$ cat config.mk
export PLATFORM = sky130hd
export DESIGN_NAME = sobel_frame_ctrl
export DESIGN_NICKNAME = d
export VERILOG_FILES = /design/src/rtl/sobel_frame_ctrl.sv
export SDC_FILE = /design/constraint.sdc
export NUM_CORES = 1
export LEC_CHECK = 0
export CAP_MARGIN = 20
export CORE_ASPECT_RATIO = 1.1
export CORE_UTILIZATION = 41
export CTS_BUF_LIST = sky130_fd_sc_hd__clkbuf_4 sky130_fd_sc_hd__clkbuf_8
export CTS_CLUSTER_SIZE = 24
export DETAILED_ROUTE_END_ITERATION = 10
export PLACE_DENSITY = 0.8
export SLEW_MARGIN = 20
export SYNTH_ARGS = -nofsm -noshare
export SYNTH_HDL_FRONTEND = slang
export SYNTH_SLANG_ARGS = --single-unit
$ cat constraint.sdc
create_clock -name clk -period 1.8 [get_ports clk]
set_input_delay 0.27 -clock clk [delete_from_list [all_inputs] [get_ports clk]]
set_output_delay 0.27 -clock clk [all_outputs]
set_load 0.1 [all_outputs]
$ cat src/rtl/sobel_frame_ctrl.sv
// sobel_frame_ctrl: raster scan controller for a Sobel edge datapath.
// It sweeps hcount/vcount over a full frame including blanking and flags
// active pixels with dp_en. It re-times the datapath result through a
// PIPE_LAT-deep strobe line into a registered out_pixel/out_valid pair.
// A stop request is honoured at the next frame boundary, followed by a
// drain of PIPE_LAT+1 clocks so in-flight pixels can leave the datapath.
// Optional feature macro: SOBEL_THRESH_EN turns out_pixel into a binary
// edge map (12'hFFF when sobel_value >= thresh, else 12'h000).
module sobel_frame_ctrl #(
  parameter int H_ACTIVE = 640,
  parameter int H_TOTAL  = 800,
  parameter int V_ACTIVE = 480,
  parameter int V_TOTAL  = 525,
  parameter int PIPE_LAT = 3
) (
  input  logic        clk,
  input  logic        rst,
  input  logic        start,
  input  logic        stop,
  input  logic [11:0] sobel_value,
  input  logic [11:0] thresh,
  output logic [10:0] hcount,
  output logic [10:0] vcount,
  output logic        dp_en,
  output logic        out_valid,
  output logic [11:0] out_pixel,
  output logic        frame_done,
  output logic        busy
);

  localparam logic [10:0] H_LAST     = 11'(H_TOTAL - 1);
  localparam logic [10:0] V_LAST     = 11'(V_TOTAL - 1);
  localparam logic [10:0] H_ACT      = 11'(H_ACTIVE);
  localparam logic [10:0] V_ACT      = 11'(V_ACTIVE);
  localparam logic [3:0]  DRAIN_LAST = 4'(PIPE_LAT);

  typedef enum logic [1:0] {S_IDLE, S_RUN, S_DRAIN} state_t;

  state_t                state_q, state_d;
  logic [10:0]           hcount_q, hcount_d;
  logic [10:0]           vcount_q, vcount_d;
  logic                  dp_en_q, dp_en_d;
  logic                  stop_pending_q, stop_pending_d;
  logic [3:0]            drain_cnt_q, drain_cnt_d;
  logic [PIPE_LAT-1:0]   dly_q, dly_d;
  logic                  out_valid_q, out_valid_d;
  logic [11:0]           out_pixel_q, out_pixel_d;

  logic [10:0] h_next, v_next;
  logic        h_wrap, frame_last, strobe;
  logic [11:0] proc_value;

  // Raster position one clock ahead, plus the end-of-frame condition.
  assign h_wrap     = (hcount_q == H_LAST);
  assign frame_last = h_wrap && (vcount_q == V_LAST);
  assign h_next     = h_wrap ? 11'd0 : hcount_q + 11'd1;
  assign v_next     = !h_wrap ? vcount_q :
                      (vcount_q == V_LAST) ? 11'd0 : vcount_q + 11'd1;

`ifdef SOBEL_THRESH_EN
  assign proc_value = (sobel_value >= thresh) ? 12'hFFF : 12'h000;
`else
  logic unused_thresh;
  assign proc_value    = sobel_value;
  assign unused_thresh = ^thresh;
`endif

  // Next state, counters and stop bookkeeping for IDLE/RUN/DRAIN.
  always_comb begin
    // NOTE: every signal gets a default before the case so no path can leave it unassigned and infer a latch.
    state_d        = state_q;
    hcount_d       = 11'd0;
    vcount_d       = 11'd0;
    dp_en_d        = 1'b0;
    stop_pending_d = stop_pending_q;
    drain_cnt_d    = 4'd0;
    case (state_q)
      S_IDLE: begin
        if (start) begin
          state_d        = S_RUN;
          dp_en_d        = 1'b1;
          stop_pending_d = stop;
        end
      end
      S_RUN: begin
        if (stop) stop_pending_d = 1'b1;
        if (frame_last && (stop_pending_q || stop)) begin
          state_d        = S_DRAIN;
          stop_pending_d = 1'b0;
        end else begin
          hcount_d = h_next;
          vcount_d = v_next;
          dp_en_d  = (h_next < H_ACT) && (v_next < V_ACT);
        end
      end
      S_DRAIN: begin
        if (drain_cnt_q == DRAIN_LAST) state_d = S_IDLE;
        else                           drain_cnt_d = drain_cnt_q + 4'd1;
      end
      default: state_d = S_IDLE;
    endcase
  end

  // Strobe line aligning dp_en with the datapath result, and output capture.
  always_comb begin
    dly_d[0] = dp_en_q;
    for (int i = 1; i < PIPE_LAT; i++) dly_d[i] = dly_q[i-1];
    strobe      = dly_q[PIPE_LAT-1];
    out_valid_d = strobe;
    out_pixel_d = strobe ? proc_value : out_pixel_q;
  end

  // State register with synchronous reset.
  always_ff @(posedge clk) begin
    if (rst) begin
      state_q        <= S_IDLE;
      hcount_q       <= 11'd0;
      vcount_q       <= 11'd0;
      dp_en_q        <= 1'b0;
      stop_pending_q <= 1'b0;
      drain_cnt_q    <= 4'd0;
      // NOTE: the strobe line is cleared too, otherwise a pixel in flight at reset would raise out_valid afterwards.
      dly_q          <= '0;
      out_valid_q    <= 1'b0;
      out_pixel_q    <= 12'd0;
    end else begin
      // NOTE: non-blocking assignments so every register samples pre-edge values.
      state_q        <= state_d;
      hcount_q       <= hcount_d;
      vcount_q       <= vcount_d;
      dp_en_q        <= dp_en_d;
      stop_pending_q <= stop_pending_d;
      drain_cnt_q    <= drain_cnt_d;
      dly_q          <= dly_d;
      out_valid_q    <= out_valid_d;
      out_pixel_q    <= out_pixel_d;
    end
  end

  assign hcount     = hcount_q;
  assign vcount     = vcount_q;
  assign dp_en      = dp_en_q;
  assign out_valid  = out_valid_q;
  assign out_pixel  = out_pixel_q;
  assign frame_done = (state_q == S_RUN) && frame_last;
  assign busy       = (state_q != S_IDLE);

endmodule

==> results of run 1 <==
stage by stage:
step	total power, mW	setup slack, ns
2_1_floorplan	1.16	-0.328
3_3_place_gp	1.24	-0.0963
3_5_place_dp	1.25	-0.106
4_1_cts	1.89	-0.233
5_1_grt	1.97	-0.399
6_report	1.88	-0.276
worst reg2reg max path: stages (launching register included):
cell and delay [ns]:
dfxtp_4 0.36, inv_4 0.06, ha_4 0.12, nor4b_4 0.17, nand4_1 0.24, nor2_4 0.17
nand2_2 0.08, buf_4 0.14, buf_6 0.11, or3_4 0.37, a21oi_2 0.13
cell usage after synthesis (4+ instances only):
master | number | area (µm²)
ha_1 | 4 | 50.1
nand2_1 | 15 | 56.3
inv_1 | 5 | 18.8
mux2i_1 | 13 | 130
nand3_1 | 11 | 55.1
nor2_1 | 49 | 184
dfxtp_1 | 46 | 921
xor2_1 | 10 | 87.6
or3_1 | 4 | 25.0
a21oi_1 | 5 | 25.0
xnor2_1 | 9 | 78.8
nor2b_1 | 6 | 37.5
o21ai_0 | 4 | 20.0
nor3_1 | 5 | 25.0
routing by layer:
| layer | track usage, % | routed length, µm |
|---|---|---|
| met1 | 22.4 | 2150 |
| met3 | 4.50 | 271 |
| met4 | 7.14 | 99 |
| met5 | 0 | 0 |
| met2 | 31.7 | 2490 |
sequential cells by signal (all words and copies together) (netlist names), 2 cells and up:
signal / cells
dly_q: 3
drain_cnt_q: 4
hcount: 11
out_pixel: 12
state_q: 2
vcount: 11
how the worst min path moves through the flow:
stage | start | to | slack (ns) | cells past startpoint
global placement | dly_q[0] | dly_q[1] | 0.42 | 1
detailed placement | dly_q[1] | dly_q[2] | 0.43 | 1
CTS | drain_cnt_q[0] | drain_cnt_q[0] | 0.45 | 1
global route | dly_q[1] | dly_q[2] | 0.47 | 1
finish | dly_q[1] | dly_q[2] | 0.45 | 1
floorplan | start | dp_en | 0.41 | 2
layout make-up:
class / instances / area (µm²) / share of cell area [%]
sequential: 46 / 978 / 28.9
inverter: 5 / 23.8 / 0.703
clock buffer: 5 / 68.8 / 2.03
multi-input combinational: 167 / 1200 / 35.4
clock inverter: 3 / 21.3 / 0.629
timing repair buffer: 96 / 1020 / 30.3
tap: 56 / 70.1 / 2.07
where the power goes:
part	switching (mW)	internal [mW]	total (mW)
logic	0.123	0.0786	0.201
clock network	0.379	0.280	0.659
registers	0.00967	1.01	1.02
repair_timing:
item | CTS | global route
cloned | 0 | 0
pin swaps | 12 | 6
endpoints found under the setup margin | 10 | 15
resized for setup | 10 | 18
buffers inserted | 6 | 2
cell families (layout without fill, tap and decap cells):
| logic type | after synthesis | after routing | share of synthesized area [%] |
|---|---|---|---|
| simple gates | 111 | 111 | 28.4 |
| mux | 13 | 13 | 6.33 |
| xor+xnor | 19 | 19 | 8.09 |
| flops | 46 | 46 | 44.8 |
| fa+ha+maj | 4 | 4 | 2.43 |
| compound gates | 20 | 20 | 6.21 |
| buf+inv | 14 | 109 | 3.71 |
==> flow_summary_export.csv, run 1 <==
group,metric,value,unit
sta,tightest_slew,0.662,ns
detailed_routing,drt_wl_total,5020,µm
worst_setup_path,crit_buf_inv,2,
grt,grt_pass1_wl,7940,µm
yosys,ys_types,45,
worst_setup_path,crit_path_max_fanout,3,
detailed_routing,vias_per_cell,5.11,
sta,finalCritPeriodShare,115,%
yosys,synth_flop_cell,"dfxtp_1",
detailed_routing,vias,1933,
worst_setup_path,slowest_stage,"dfxtp_4",
sta,tns,-0.673,ns
sta,rsz0062_at_grt,"yes",
placed_design,placed_cell_area,3110,µm²
yosys,ys_seq_area_share,44.8,%
cts,worstSkewPairLatency,0.31,ns
cts,htree_levels,2,
worst_setup_path,crit_top_cell,"nor2_4",
floorplanning,core_area,4720,µm²
yosys,synth-seq-cells,46,
worst_setup_path,endpoint,"frame_done",
detailed_routing,ant_nets,0,
finish,diodes,0,
placed_design,dp.cells,362,
floorplanning,die_w,69.5,µm
finish,final_common_cell,"buf_4",
floorplanning,io-pin-count,66,
finish,drive_gt1_share,44.7,%
yosys,ys_warn_count,0,
outcome,failed_checks,"setup timing",
power_and_ir_drop,leakage,1.31,nW
worst_setup_path,required,1.53,ns
sta,finalHoldViolCount,0,
worst_setup_path,startpoint,"vcount[1]",
detailed_routing,first_iter_violations,88,
floorplanning,dieHeight,76.3,µm
sta,min_period,2.08,ns
yosys,synth_edf_count,0,
power_and_ir_drop,ir_drop,0.360,mV
yosys,syn_inst,227,
power_and_ir_drop,p_per_area,557,nW/µm²
yosys,syn_avg_cell_area,9.06,µm²
grt,first_global_vias,1788,
floorplanning,die_area,5300,µm²
cts,cts.clk_slew.worst_paths,0.09,ns
yosys,synth_async_sr_flop_share,0,%
grt,grt_max_degree,21,
worst_setup_path,endpoint_kind,"output port",
detailed_routing,first_pass_iters,4,
floorplanning,rows,26,
worst_setup_path,worstSetupPathType,"reg2out",
grt,antenna_found_initial,0,
worst_hold_path,hold_path.class,"reg2reg",
cts,cts_inserted_buffers,5,
run,cap_viol_max_count,0,
sta,fin_skew,0.00767,ns
sta,slew_headroom,55.8,%
grt,grt_use_total,18.6,%
worst_setup_path,r2r_end,"state_q[1]",
finish,nets,353,
worst_setup_path,r2r_slack,-0.21,ns
finish,nFillCells,325,
placed_design,dpl.hpwl,3470,µm
worst_setup_path,cp.arrival,1.81,ns
sta,setup_ws,-0.276,ns
worst_setup_path,cp_num_cells,8,
finish,fin_cells,378,
worst_setup_path,worstPathCellList,"inv_4 > ha_4 > nor4b_4 > nand4_1 > nor2_4 > nand2_2 > nor2_4 > buf_12",
sta,fmax,482,MHz
cts,cts_max_path_buffers,2,
cts,cts_tree,"yes",
worst_setup_path,reg2reg_depth,10,
floorplanning,start_util,43.6,%
worst_setup_path,cp_top_family,"simple AND/OR/NAND/NOR gates",
outcome,status,"finished with violations",
sta,final_max_slew_viol_count,0,
finish,area_growth,64.5,%
grt,grt_overflow_total,0,
worst_setup_path,critPathMaxStageDelay,0.36,ns
cts,clock_sinks,46,
detailed_routing,drc,0,
finish,final_util,71.7,%
yosys,syn-cell-area,2060,µm²
finish,mostFrequentLayoutCells,"buf_4, nor2_1, dfxtp_1",
cts,ctsRootBufferMaster,"clkbuf_8",
yosys,synth.net_count,259,
detailed_routing,wl_per_cell,13.3,µm
cts,hold_buffers,0,
worst_setup_path,cp-start-kind,"flop",
placed_design,place_congestion,0.842,
worst_setup_path,timing.rr.start,"vcount[1]",
sta,setup_violations,5,
sta,hold_slack,0.449,ns
finish,stdcell_area,3380,µm²
placed_design,io_buffers,53,
Power figures use the tool's default switching activity.
==> inputs of run 2 (changes only) <==
--- a/config.mk
+++ b/config.mk
@@ -5,7 +5,6 @@
 export SDC_FILE = /design/constraint.sdc
 export NUM_CORES = 1
 export LEC_CHECK = 0
-export CAP_MARGIN = 20
 export CORE_ASPECT_RATIO = 1.1
 export CORE_UTILIZATION = 41
 export CTS_BUF_LIST = sky130_fd_sc_hd__clkbuf_4 sky130_fd_sc_hd__clkbuf_8
==> results of run 2 <==
No change in the layout: final DEF, timing and power equal those of run 1.
==> inputs of run 3 (changes only) <==
--- a/config.mk
+++ b/config.mk
@@ -6,6 +6,7 @@
 export NUM_CORES = 1
 export LEC_CHECK = 0
 export CORE_ASPECT_RATIO = 1.1
+export CORE_MARGIN = 2
 export CORE_UTILIZATION = 41
 export CTS_BUF_LIST = sky130_fd_sc_hd__clkbuf_4 sky130_fd_sc_hd__clkbuf_8
 export CTS_CLUSTER_SIZE = 24
==> run 3 against run 2 <==
Compared with the run above: the run still ends with setup timing left; critical endpoint unchanged; sequential cell count unchanged; total power decreased by 1.1%; worst hold slack got worse by 0.0036 ns; count of clock-buffer cells in the layout unchanged; global-route usage increased by 0.43 points; combinational power about the same; cell area decreased by 1.7%; clock power decreased by 3.3%.
==> flow_summary_export.csv, run 3 (synthesized netlist as in run 1, its figures left out) <==
group,metric,value,unit
sta,fin_skew,0.00396,ns
grt,first_global_vias,1901,
finish,mostFrequentLayoutCells,"buf_4, nor2_1, dfxtp_1",
grt,grt_overflow_total,0,
cts,cts.clk_slew.worst_paths,0.09,ns
sta,finalCritPeriodShare,112,%
placed_design,place_congestion,0.832,
worst_setup_path,crit_path_max_fanout,2,
sta,min_period,2.02,ns
detailed_routing,drt_wl_total,5050,µm
placed_design,dp.cells,362,
finish,stdcell_area,3320,µm²
worst_hold_path,holdPathStages,1,
placed_design,pre_cts_slack,-0.131,ns
outcome,failed_checks,"setup timing",
sta,setup_ws,-0.219,ns
cts,cts_tree,"yes",
placed_design,placed_cell_area,3080,µm²
sta,finalHoldViolCount,0,
power_and_ir_drop,leakage,1.28,nW
grt,antenna_found_initial,0,
sta,fmax,495,MHz
cts,cts_inserted_buffers,5,
detailed_routing,first_pass_iters,4,
floorplanning,rows,27,
cts,clock_sinks,46,
detailed_routing,vias,1907,
finish,diodes,0,
placed_design,dpl.hpwl,3760,µm
floorplanning,core_area,4930,µm²
floorplanning,die_area,5600,µm²
finish,final_util,67.4,%
finish,area_growth,61.7,%
worst_setup_path,reg2reg_depth,10,
placed_design,io_buffers,53,
cts,ctsRootBufferMaster,"clkbuf_8",
floorplanning,dieHeight,78.3,µm
detailed_routing,vias_per_cell,5.07,
grt,grt_use_total,19.0,%
worst_setup_path,cp-start-kind,"flop",
run,cap_viol_max_count,0,
worst_setup_path,worstSetupPathType,"reg2out",
sta,final_max_slew_viol_count,0,
finish,drive_gt1_share,43.7,%
detailed_routing,first_iter_violations,50,
power_and_ir_drop,ir_drop,0.403,mV
finish,fin_cells,376,
grt,grt_max_degree,21,
detailed_routing,wl_per_cell,13.4,µm
worst_setup_path,required,1.53,ns
floorplanning,die_w,71.5,µm
cts,htree_levels,2,
outcome,status,"finished with violations",
worst_setup_path,endpoint_kind,"output port",
grt,grt_pass1_wl,8450,µm
sta,tightest_slew,0.686,ns
detailed_routing,ant_nets,0,
cts,worstSkewPairLatency,0.30,ns
worst_hold_path,hold_path.class,"reg2reg",
power_and_ir_drop,p_per_area,561,nW/µm²
floorplanning,io-pin-count,66,
cts,cts_max_path_buffers,2,
cts,hold_buffers,0,
sta,rsz0062_at_grt,"yes",
sta,slew_headroom,54.2,%
sta,setup_violations,9,
finish,final_common_cell,"buf_4",
worst_setup_path,cp.arrival,1.75,ns
sta,tns,-0.523,ns
finish,largest_register_ffs,12,
floorplanning,start_util,41.7,%
finish,nFillCells,378,
detailed_routing,drc,0,
finish,nets,349,
-- run 3: final timing paths --
check / from / endpoint / slack (ns)
worst max-delay path: vcount[1] / frame_done / -0.22
worst min-delay path: dly_q[1] / dly_q[2] / 0.45
worst max register to register: vcount[1] / state_q[1] / -0.13
worst min register to register: dly_q[1] / dly_q[2] / 0.45
-- run 3: critical path, cell delays in order, from the launching register on --
cell and delay (ns):
dfxtp_4 0.36, inv_4 0.06, ha_4 0.12, nor4b_4 0.16
nand4_1 0.19, nor2_2 0.16, nand2_2 0.10, nor2_4 0.11
buf_12 0.18
-- run 3: stage by stage --
step | power, mW | hold slack [ns]
finish | 1.86 | 0.445
global route | 1.94 | 0.468
CTS | 1.89 | 0.451
detailed placement | 1.25 | 0.428
global placement | 1.24 | 0.417
floorplan | 1.16 | 0.411
-- run 3: final cells by class --
type	instances	area, µm²	area share, %
Clock inverter	3	23.8	0.715
Inverter	5	23.8	0.715
Clock buffer	5	68.8	2.07
Sequential cell	46	978	29.4
Timing Repair Buffer	92	973	29.3
Tap cell	58	72.6	2.18
Multi-Input combinational cell	167	1180	35.6
-- run 3: routing by layer --
layer | wire [µm] | global-route usage [%]
met5 | 0 | 0
met3 | 198 | 3.59
met2 | 2650 | 34.4
met1 | 2120 | 22.2
met4 | 68 | 6.23
-- run 3: what timing repair did --
action	4_1_cts	5_1_grt
buffers inserted	4	3
resized for setup	14	10
pin swaps	11	6
endpoints found under the setup margin	12	13
-- run 3: where the power goes --
part / internal [mW] / switching [mW]
registers: 1.01 / 0.0102
clock network: 0.281 / 0.356
logic: 0.0807 / 0.121
total: 1.38 / 0.487
